$ cat src/rtl/gray_ptr_sync.sv
// gray_ptr_sync
//   Receives a Gray-coded multi-bit value (typically an async FIFO pointer)
//   from a foreign clock domain. It passes the value through a STAGES-deep
//   flop chain, converts the result to binary in a registered output stage,
//   strobes update when the value changes, and flags any synchronised step
//   that changes more than one bit.
//
// Ports
//   clk       destination-domain clock
//   rstn      synchronous, active-low reset
//   gray_in   Gray-coded value, asynchronous to clk
//   err_clr   synchronous clear of step_err / err_cnt
//   gray_out  synchronised Gray value (last chain stage)
//   bin_out   registered binary equivalent of gray_out
//   update    one-cycle strobe: bin_out took a new value
//   step_err  sticky multi-bit-step flag
//   err_cnt   saturating count of multi-bit steps
module gray_ptr_sync #(
  parameter int WIDTH  = 6,
  parameter int STAGES = 2
) (
  input  logic             clk,
  input  logic             rstn,
  input  logic [WIDTH-1:0] gray_in,
  input  logic             err_clr,
  output logic [WIDTH-1:0] gray_out,
  output logic [WIDTH-1:0] bin_out,
  output logic             update,
  output logic             step_err,
  output logic [7:0]       err_cnt
);

  if (WIDTH < 2 || WIDTH > 16) begin : g_bad_width
    $error("gray_ptr_sync: WIDTH must be in 2..16");
  end
  if (STAGES < 2 || STAGES > 4) begin : g_bad_stages
    $error("gray_ptr_sync: STAGES must be in 2..4");
  end

  logic [WIDTH-1:0] sync_q [STAGES];
  logic [WIDTH-1:0] gray_prev_q;
  logic [WIDTH-1:0] bin_q, bin_d;
  logic             update_q, update_d;
  logic             err_q, err_d;
  logic [7:0]       cnt_q, cnt_d;
  logic [WIDTH-1:0] diff;
  logic             jump;

  always_ff @(posedge clk) begin
    if (!rstn) begin
      for (int i = 0; i < STAGES; i++) sync_q[i] <= '0;
    end else begin
      sync_q[0] <= gray_in;
      for (int i = 1; i < STAGES; i++) sync_q[i] <= sync_q[i-1];
    end
  end

  assign gray_out = sync_q[STAGES-1];

  // Compare the synchronised value against the one registered last cycle.
  // More than one set bit in the difference means an illegal Gray step;
  // x & (x-1) clears the lowest set bit, so a non-zero result means >1 bit.
  assign diff = gray_out ^ gray_prev_q;
  assign jump = (diff & (diff - WIDTH'(1))) != '0;

  always_comb begin
    bin_d    = '0;
    update_d = (diff != '0);
    err_d    = err_q;
    cnt_d    = cnt_q;

    // Binary bit i is the XOR of all Gray bits at or above i.
    for (int i = 0; i < WIDTH; i++) bin_d[i] = ^(gray_out >> i);

    // A coinciding clear restarts the count at this jump rather than
    // discarding it.
    if (jump) begin
      err_d = 1'b1;
      if (err_clr)             cnt_d = 8'd1;
      else if (cnt_q != 8'hFF) cnt_d = cnt_q + 8'd1;
    end else if (err_clr) begin
      err_d = 1'b0;
      cnt_d = 8'd0;
    end
  end

  always_ff @(posedge clk) begin
    if (!rstn) begin
      gray_prev_q <= '0;
      bin_q       <= '0;
      update_q    <= 1'b0;
      err_q       <= 1'b0;
      cnt_q       <= 8'd0;
    end else begin
      gray_prev_q <= gray_out;
      bin_q       <= bin_d;
      update_q    <= update_d;
      err_q       <= err_d;
      cnt_q       <= cnt_d;
    end
  end

  assign bin_out  = bin_q;
  assign update   = update_q;
  assign step_err = err_q;
  assign err_cnt  = cnt_q;

endmodule

$ cat config.mk
export PLATFORM = sky130hd
export DESIGN_NAME = gray_ptr_sync
export DESIGN_NICKNAME = d
export VERILOG_FILES = /design/src/rtl/gray_ptr_sync.sv
export SDC_FILE = /design/constraint.sdc
export NUM_CORES = 1
export LEC_CHECK = 0
export BUFFER_PORTS_ARGS = -buffer_cell sky130_fd_sc_hd__buf_2
export CAP_MARGIN = 0
export CORE_ASPECT_RATIO = 1.75
export CORE_MARGIN = 2
export CORE_UTILIZATION = 46
export DETAILED_ROUTE_END_ITERATION = 7
export PLACE_DENSITY = 0.69
export SKIP_LAST_GASP = 1
export SLEW_MARGIN = 20
export SYNTH_ARGS = -nofsm -noshare
export SYNTH_HDL_FRONTEND = slang
export SYNTH_SLANG_ARGS = --single-unit
$ cat constraint.sdc
create_clock -name clk -period 1.8 [get_ports clk]
set_input_delay 0.36 -clock clk [delete_from_list [all_inputs] [get_ports clk]]
set_output_delay 0.36 -clock clk [all_outputs]
set_load 0.03 [all_outputs]
==> results.txt <==
----------------------------------------------------
[Run status]
  Outcome ... finished clean

[Floorplan]
  Top-Level Pins ... 31
  Core ar. ... 2690 sq um
  Chip height ... 74.16 um
  Std-Cell Rows ... 25
  Die width ... around 44 um
  Die Outline Area ... 3269 sq um
  Initial Util ... approximately 48%

[Worst setup path]
  Delay contributed by the slowest stage of the critical path ... 500 ps
  Register-to-register path setup slack ... 30 ps
  CP cell instances ... xnor2_1, maj3_2, a22o_1, or4_1, a21oi_2
  Critical Path Fanout Max ... 5
  Setup crit end kind ... flop
  Type of the worst setup path ... flop to flop
  Data required time of the critical path ... 2010 ps
  Library cell contributing the largest single delay on the critical path ... sky130_fd_sc_hd__or4_1
  Arrival time of data at the critical path endpoint ... between 1500 and 2000 ps
  Element type at the critical path start ... flop

[Timing]
  Worst slew slack as a fraction of its limit ... 70.79%
  Number of hold violations in the final report ... 0
  Hold slack ... 286.6 ps
  Final total negative setup slack ... 0 ps
  Final worst path period share ... 98.39%
  Peak clock frequency supported by timing ... ~560 MHz
  Setup repair after global routing missed its margin ... yes
  Actual slew at the worst max-slew pin ... 438.1 ps
  Slew Limit Fails ... 0
  Total of endpoints with negative setup slack in the final report ... 0
  Worst clock skew ... 5.194 ps
  Final WS setup ... 28.98 ps
  Fin crit period ... between 1500 and 2000 ps

[Route]
  First-pass DRT Iterations ... 4
  Initial detailed-routing violation count ... 21
  Number of nets with antenna violations after routing ... 0
  Total via count in the routed design ... ~1,000
  DR vias/cell ... roughly 5.3
  Final routed DRC violation total ... 0
  Routed Wire Length ... 2475 um
  Wirelength per Cell ... 12.82 um

[Power]
  VDD IR-drop max ... 0.6410 mV
  Total design power ... ~1600 uW
  Leak pwr ... 0.0007209 uW
  Power Density ... 974.0 nW/um^2

[Synth]
  Fraction of registers with async set/reset ... 0%
  Seq cells post-synth ... 33
  Syn nets ... 138
  Sequential fraction of the synthesis area ... 51.06%
  Distinct cell type count of the synthesized netlist ... 37
  Cells after synthesis ... 128
  Post-Syn Area per Cell ... 10.11 sq um
  Area of the mapped netlist ... 1294 sq um
  Count of flip-flops with a built-in enable after synthesis ... 0
  Syn. warnings ... 0
  Commonest register cell after synthesis ... sky130_fd_sc_hd__dfxtp_1

[Cells and area]
  Most frequent cells in the layout ... 32 x sky130_fd_sc_hd__dfxtp_1, 30 x sky130_fd_sc_hd__buf_2, 19 x sky130_fd_sc_hd__and2_1
  Most frequent standard cell in the layout excluding fill and tap cells ... sky130_fd_sc_hd__dfxtp_1
  Layout-stage area growth over the synthesis result ... 25.63%
  Layout Nets ... ~180
  Fraction of final layout cells sized beyond drive strength 1 ... 36.14%
  Summed area of non-filler cells in the final layout ... 1625 sq um
  Antenna cell count ... 0

[Min path]
  Path type of the worst min-delay path ... input port to flop

[Placement]
  DPL Wire Length ... 1860 um
  Placed cell area ... 1474 sq um
  Pre-CTS setup slack ... between 0.15 and 0.2 ps
  Placer's final routability congestion estimate ... 0.8925
  Count of buffers from port buffering ... 30

[CTS]
  Clock H-tree levels ... 2
  Clk slew on worst S/H paths ... 70 ps
  Number of clock sinks seen by CTS ... 33
  Buffer depth of the longest clock path ... 2
  Clock buffers created by TritonCTS ... 5
  Clock tree from TritonCTS ... yes
  Clk_lat worst skew ... 280 ps
  Master cell of the clock root buffer ... sky130_fd_sc_hd__clkbuf_8

[GRT]
  Wire length of the first global-routing pass ... 3912 um
  All-layer global routing usage ... 16.66%
  Via count of the first global-routing pass ... 986
  Largest net degree at the start of global routing ... 22
  Grt total ovfl ... 0
  Number of antenna violations at the first check in global routing ... 0

[Run]
  Max-cap violation count ... 0

----------------------------------------------------
## synth_stat cells, drive strengths merged, types with 2 or more instances
cell type / n / share of area [%]
o31ai: 3 / 1.7
and2: 21 / 10
buf: 8 / 4.9
a21oi: 8 / 3.1
nand2b: 2 / 0.97
xnor2: 6 / 4.1
dfxtp: 33 / 51
or3: 2 / 0.97
nand3: 4 / 1.5
o21ai: 3 / 1.2
inv: 2 / 0.58
or2: 2 / 0.97
clkbuf: 2 / 0.58
and3: 2 / 1.1
xor2: 2 / 1.4
nor2: 7 / 2.0
nor3: 2 / 0.77
maj3: 2 / 1.6
nand2: 3 / 0.87
## logic make-up after synthesis
logic type,synth area share [%]
AND/OR/NAND/NOR,23.12
flip-flops,51.06
AO/OA/AOI/OAI,9.188
buffers and inverters,6.093
XOR/XNOR,7.157
adder cells (fa/ha/maj),2.611
multiplexers,0.7737
## flip-flops by register name, indices dropped and copies added (netlist names)
| register | count |
|---|---|
| update | 1 |
| gray_prev_q | 6 |
| sync_q | 12 |
| step_err | 1 |
| bin_out | 5 |
| err_cnt | 8 |
## timing repair
action	CTS	global route
pin swaps	0	2
setup endpoints to repair	1	3
cloned	0	0
resized for setup	1	7
hold buffers	0	0
setup buffers	0	1
## final cells by class
class / count / area [sq um]
fillers: 216 / 1065
flip-flops and latches: 33 / 661.9
clock inverters: 1 / 5.005
inverters: 2 / 7.507
multi-input cells: 83 / 591.8
well taps: 27 / 33.78
clock buffers: 7 / 96.34
repair buffers: 40 / 229.0
## routing by layer
layer  GRT usage (%)  wire length [um]  vias to the layer above
li1                -                 -                      501
met1           13.76               869                      478
met2           30.88              1428                       34
met3           5.583               126                        6
met4           12.46                51                        0
met5               0                 0                        -
## final timing paths
kind | start | endpoint | depth (start not counted)
min reg2reg | sync_q[0][1] | sync_q[0][7] | 1
max reg2reg | sync_q[0][8] | err_cnt[4] | 5
min | gray_in[4] | sync_q[0][4] | 2
max | sync_q[0][8] | err_cnt[4] | 5
## worst max-delay path, delay by kind of cell (launching register included)
kind	cells	cell delay, ps
xor+xnor	1	140
compound gates	2	420
fa+ha+maj	1	320
simple gates	1	500
flops	1	340
## metrics by stage
stage / instances / utilization, %
6_report: 193 / 60.42
3_5_place_dp: 184 / 54.79
5_1_grt: 193 / 60.42
4_1_cts: 192 / 58.84
3_3_place_gp: 184 / 54.79
2_1_floorplan: 128 / -
## power breakdown
group          internal (uW)  total, uW  switching [uW]
sequential               765        778            13.3
combinational           84.9        211             126
clock                    345        594             249
No activity file was read; power rests on OpenSTA's default activity.
